`config.mk`:
```
export PLATFORM = sky130hd
export DESIGN_NAME = axi_read_slave
export DESIGN_NICKNAME = d
export VERILOG_FILES = /design/src/rtl/axi_read_slave.sv
export SDC_FILE = /design/constraint.sdc
export NUM_CORES = 1
export LEC_CHECK = 0
export CORE_ASPECT_RATIO = 1.1
export CORE_MARGIN = 4
export CORE_UTILIZATION = 55
export DETAILED_ROUTE_END_ITERATION = 10
export GPL_TIMING_DRIVEN = 0
export MAX_ROUTING_LAYER = met4
export PLACE_DENSITY = 0.93
export SKIP_LAST_GASP = 1
export SLEW_MARGIN = 30
export SYNTH_ARGS = -nofsm -noshare
export SYNTH_HDL_FRONTEND = slang
export SYNTH_SLANG_ARGS = --single-unit
```
`constraint.sdc`:
```
create_clock -name clk -period 12.2 [get_ports clk]
set_clock_uncertainty 0.2 [all_clocks]
set_input_delay 1.22 -clock clk [delete_from_list [all_inputs] [get_ports clk]]
set_output_delay 1.22 -clock clk [all_outputs]
set_load 0.1 [all_outputs]
```
`src/rtl/axi_read_slave.sv`:
```
// rtl/axi_read_slave.sv - AXI4 read-channel responder with FIXED/INCR/WRAP beat addressing
//
// Accepts one AR request at a time. Each beat is fetched from a synchronous
// one-cycle-latency memory port, captured, and presented on R until rready.
// Illegal requests (reserved burst, oversize beat, bad WRAP length) are
// answered with arlen+1 SLVERR beats and never touch the memory.
//
// Ports:
//   clk, resetn          clock, asynchronous active-low reset
//   s_axi_ar*            read address channel (slave side)
//   s_axi_r*             read data channel (slave side)
//   mem_en, mem_addr     memory read strobe and byte address
//   mem_rdata            memory data, valid the cycle after mem_en
module axi_read_slave #(
  parameter int IDW = 12,
  parameter int AW  = 32,
  parameter int DW  = 64
) (
  input  logic           clk,
  input  logic           resetn,
  input  logic [IDW-1:0] s_axi_arid,
  input  logic [AW-1:0]  s_axi_araddr,
  input  logic [7:0]     s_axi_arlen,
  input  logic [2:0]     s_axi_arsize,
  input  logic [1:0]     s_axi_arburst,
  input  logic           s_axi_arvalid,
  output logic           s_axi_arready,
  output logic [IDW-1:0] s_axi_rid,
  output logic [DW-1:0]  s_axi_rdata,
  output logic [1:0]     s_axi_rresp,
  output logic           s_axi_rlast,
  output logic           s_axi_rvalid,
  input  logic           s_axi_rready,
  output logic           mem_en,
  output logic [AW-1:0]  mem_addr,
  input  logic [DW-1:0]  mem_rdata
);

  localparam logic [2:0]    SZ_MAX = 3'($clog2(DW / 8));
  localparam logic [AW-1:0] ONE    = {{(AW-1){1'b0}}, 1'b1};

  typedef enum logic [2:0] {
    S_IDLE,
    S_FETCH,
    S_CAPTURE,
    S_RESP,
    S_ERR
  } state_t;

  state_t           state_q;
  logic             arready_q;
  logic             rvalid_q;
  logic             rlast_q;
  logic [1:0]       rresp_q;
  logic [IDW-1:0]   rid_q;
  logic [DW-1:0]    rdata_q;
  logic             mem_en_q;
  logic [AW-1:0]    mem_addr_q;
  logic [AW-1:0]    addr_q;
  logic [7:0]       len_q;
  logic [2:0]       size_q;
  logic [1:0]       burst_q;
  logic [7:0]       cnt_q;

  logic             ar_fire;
  logic             wrap_len_ok;
  logic             req_err;
  logic             last_beat;
  logic [AW-1:0]    beat_bytes;
  logic [AW-1:0]    wrap_bytes;
  logic [AW-1:0]    addr_d;

  assign ar_fire   = s_axi_arvalid & arready_q;
  assign last_beat = (cnt_q == len_q);

  always_comb begin
    wrap_len_ok = (s_axi_arlen == 8'd1) || (s_axi_arlen == 8'd3) ||
                  (s_axi_arlen == 8'd7) || (s_axi_arlen == 8'd15);
    req_err     = (s_axi_arburst == 2'b11) ||
                  (s_axi_arsize > SZ_MAX) ||
                  ((s_axi_arburst == 2'b10) && !wrap_len_ok);
  end

  // Next beat address. INCR realigns after the first (possibly unaligned)
  // beat; WRAP keeps the upper bits of the wrap window and increments within it.
  always_comb begin
    beat_bytes = ONE << size_q;
    wrap_bytes = (AW'(len_q) + ONE) << size_q;
    case (burst_q)
      2'b00:   addr_d = addr_q;
      2'b10:   addr_d = (addr_q & ~(wrap_bytes - ONE)) |
                        ((addr_q + beat_bytes) & (wrap_bytes - ONE));
      default: addr_d = (addr_q & ~(beat_bytes - ONE)) + beat_bytes;
    endcase
  end

  always_ff @(posedge clk or negedge resetn) begin
    if (!resetn) begin
      state_q    <= S_IDLE;
      arready_q  <= 1'b0;
      rvalid_q   <= 1'b0;
      rlast_q    <= 1'b0;
      rresp_q    <= 2'b00;
      rid_q      <= '0;
      rdata_q    <= '0;
      mem_en_q   <= 1'b0;
      mem_addr_q <= '0;
      addr_q     <= '0;
      len_q      <= '0;
      size_q     <= '0;
      burst_q    <= '0;
      cnt_q      <= '0;
    end else begin
      // mem_en is a single-cycle strobe, raised only on entry to FETCH.
      mem_en_q <= 1'b0;
      case (state_q)
        S_IDLE: begin
          if (ar_fire) begin
            arready_q <= 1'b0;
            rid_q     <= s_axi_arid;
            addr_q    <= s_axi_araddr;
            len_q     <= s_axi_arlen;
            size_q    <= s_axi_arsize;
            burst_q   <= s_axi_arburst;
            cnt_q     <= '0;
            if (req_err) begin
              state_q  <= S_ERR;
              rvalid_q <= 1'b1;
              rresp_q  <= 2'b10;
              rdata_q  <= '0;
              rlast_q  <= (s_axi_arlen == 8'd0);
            end else begin
              state_q    <= S_FETCH;
              mem_en_q   <= 1'b1;
              mem_addr_q <= s_axi_araddr;
            end
          end else begin
            arready_q <= 1'b1;
          end
        end
        S_FETCH: begin
          state_q <= S_CAPTURE;
        end
        S_CAPTURE: begin
          rdata_q  <= mem_rdata;
          rvalid_q <= 1'b1;
          rresp_q  <= 2'b00;
          rlast_q  <= last_beat;
          state_q  <= S_RESP;
        end
        S_RESP: begin
          if (s_axi_rready) begin
            cnt_q    <= cnt_q + 8'd1;
            addr_q   <= addr_d;
            rvalid_q <= 1'b0;
            rlast_q  <= 1'b0;
            if (last_beat) begin
              state_q   <= S_IDLE;
              arready_q <= 1'b1;
            end else begin
              state_q    <= S_FETCH;
              mem_en_q   <= 1'b1;
              mem_addr_q <= addr_d;
            end
          end
        end
        S_ERR: begin
          if (s_axi_rready) begin
            cnt_q <= cnt_q + 8'd1;
            if (last_beat) begin
              state_q   <= S_IDLE;
              rvalid_q  <= 1'b0;
              rlast_q   <= 1'b0;
              arready_q <= 1'b1;
            end else begin
              rlast_q <= ((cnt_q + 8'd1) == len_q);
            end
          end
        end
        default: begin
          state_q <= S_IDLE;
        end
      endcase
    end
  end

  assign s_axi_arready = arready_q;
  assign s_axi_rvalid  = rvalid_q;
  assign s_axi_rlast   = rlast_q;
  assign s_axi_rresp   = rresp_q;
  assign s_axi_rid     = rid_q;
  assign s_axi_rdata   = rdata_q;
  assign mem_en        = mem_en_q;
  assign mem_addr      = mem_addr_q;

endmodule

```
==> results by group <==
Synth
  – Cell variety after synth: 79
  – Top_reg_cell synth: dfrtp_1
  – Synth warn: 0
  – Sequential share of the synthesized area: 0.397
  – Number of synthesized flops with an enable pin: 0
  – Seq cells post-synth: ~170
  – Asr flop ratio synth: 1.00
  – Synth Instances: 1,344
  – Syn avg cell area: 7.92 µm²
  – Syn Nets: 1,488
  – Synthesized area: 0.0106 mm²

Clock tree
  – Hold Buf Count CTS: 0
  – Clock Path Buffers: 2
  – Postcts setup bufs: 0
  – Sink Count: 169
  – Worst skew pair latency: around 0.44 ns
  – # H-tree levels: 4
  – CTS Buf Count: 17
  – Clock Tree Root: clkbuf_16
  – CTS tree: done
  – Clock Pin Slew Worst Setup and Hold Paths: 0.07 ns
  – # resized after CTS: 0

Routing
  – Via/cell ratio: 6.20
  – DRT iter0 DRCs: 1,253
  – Residual DRC: 0
  – Avg WL per Cell: ~20 µm
  – WL final: 36.3 mm
  – Routed Antenna Nets: 0
  – Drt first pass iters: 6
  – Vias after detailed routing: between 10,000 and 15,000

Timing
  – TNS Setup: 0 ns
  – RSZ-0062 raised after global routing: no
  – Crit path time final: slightly above 5 ns
  – Max-slew headroom: 0.309
  – Fin crit share: 0.423
  – FMAX: 194 MHz
  – Max-slew violation count: 0
  – Final hold vios: 0
  – Slew @ Worst Pin: just over 1 ns
  – Hold_ws: 0.275 ns
  – Final setup fails: 0

Outcome
  – Status: complete, no violations

Setup path
  – Reg2Reg Capture Point: addr_q[11]
  – Critical path capture point type: flip-flop
  – Setup CP Type: flip-flop to flip-flop
  – R2r setup slk: 7.04 ns
  – CP arrival: 5.31 ns
  – Worst setup path startpoint: size_q[2]
  – Crit path required time: 12.36 ns
  – Worst-path maximum fanout: 10
  – Worst R2R Start: size_q[2]
  – Critical path launch point type: flip-flop
  – Reg2Reg Depth: 14

Floorplan
  – Core Rows: 53
  – Initial Utilization: 0.557
  – Die width: 141 µm
  – Die area: 0.0216 mm²
  – Core area: between 0.015 and 0.02 mm²
  – Die Y: 154 µm
  – Io pins: 239

Final layout
  – Layout cells sized above 1: 0.0470
  – Most common cell after layout, fill and taps aside: nand2_1
  – Commonest non-fill, non-tap cells in the layout: 312 x nand2_1, 233 x clkdlybuf4s50_1, 169 x dfrtp_1
  – Fin util: 0.732
  – Layout net count: 1,748
  – # diodes: 0
  – Area grow syn2layout: 31.4%

Hold path
  – Hold path start: s_axi_rid[10]
  – Hold path cells: 2
  – Hold Path End: s_axi_rid[10]
  – HP Class: flip-flop to flip-flop

Placement
  – Routability cong.: 0.984
  – Post-DP HPWL: 27.1 mm
  – Port bufs: 237

Global routing
  – Vias in the first global route: between 10,000 and 15,000
  – Grt ovf: 0
  – Largest net degree at the start of global routing: 70
  – First-pass GRT wire length: 58.4 mm
  – Initial antenna violation count: 0
  – Total Routing Usage GR: 0.343

Job
  – Total of max-cap violations: 0
metal layers:
metal,wire [µm],GRT usage
met4,1710,0.153
met3,3260,0.0659
met1,13900,0.413
met5,0,-
met2,17400,0.560
cell families (layout without fill, tap and decap cells):
logic type	count (synthesis)	after routing	share of synthesized area
mux	18	18	0.0176
other cells	1	1	0.000352
xor+xnor	46	46	0.0378
buf+inv	126	399	0.0465
flops	169	169	0.397
fa+ha+maj	20	20	0.0240
simple gates	602	602	0.263
compound gates	362	362	0.213
worst max path at each step:
| stage | to | cells after the start |
|---|---|---|
| 6_report | addr_q[11] | 14 |
| 5_1_grt | addr_q[30] | 15 |
| 4_1_cts | mem_addr[21] | 16 |
| 3_5_place_dp | mem_addr[21] | 16 |
| 3_3_place_gp | s_axi_rdata[16] | 1 |
| 2_1_floorplan | addr_q[22] | 15 |
cell type report:
cell class                      count  area [µm²]
Multi-Input combinational cell   1049        5940
Fill cell                        1461        5110
Sequential cell                   169        4230
Timing Repair Buffer              241        2430
Clock buffer                       20         447
Buffer                            100         398
Tap cell                          247         309
Clock inverter                     12         133
Inverter                           26        97.6
registers in the layout, summed over array words and instances (netlist names):
signal         cells
cnt_q              8
burst_q            2
s_axi_arready      1
mem_addr          32
len_q              8
s_axi_rlast        1
mem_en             1
s_axi_rid         12
s_axi_rdata       64
size_q             3
state_q            3
s_axi_rvalid       1
addr_q            32
s_axi_rresp        1
critical path, stage by stage (launching register included):
cell,delay [ns]
dfrtp_1,0.38
clkbuf_1,0.37
buf_1,0.41
clkbuf_1,0.46
nor3_1,0.18
ha_1,0.33
a211oi_1,0.29
o21bai_1,0.15
a21boi_0,0.37
nor2_1,0.13
o311ai_2,0.62
nor3_1,0.13
a211oi_1,0.64
o22ai_1,0.19
a2bb2oi_1,0.20
synthesized netlist by cell type, drive strengths merged, types with 13 or more instances:
library cell,instances,share of area
ha,18,0.021
nor2,76,0.027
buf,21,0.0095
o22ai,14,0.0082
nor3,41,0.020
o21ai,132,0.062
a31oi,15,0.0088
nor4,23,0.015
xnor2,30,0.025
nand2,312,0.11
dfrtp,169,0.40
xor2,16,0.013
inv,23,0.0081
nand3,43,0.020
a211oi,16,0.011
o211ai,13,0.0092
nand4,16,0.0094
a22oi,14,0.0099
a21oi,77,0.037
and3,18,0.011
clkbuf,79,0.028
stage by stage:
step           cells  area [µm²]  setup WS [ns]
2_1_floorplan   1344       10600           8.16
3_3_place_gp    1828       13300           2.71
3_5_place_dp    1832       13400           7.04
4_1_cts         1864       14000           6.95
5_1_grt         1864       14000           6.63
6_report        1864       14000           7.04
Power is not shown: default switching activity piles up to over one toggle a cycle in this logic, so the estimate is an artifact.
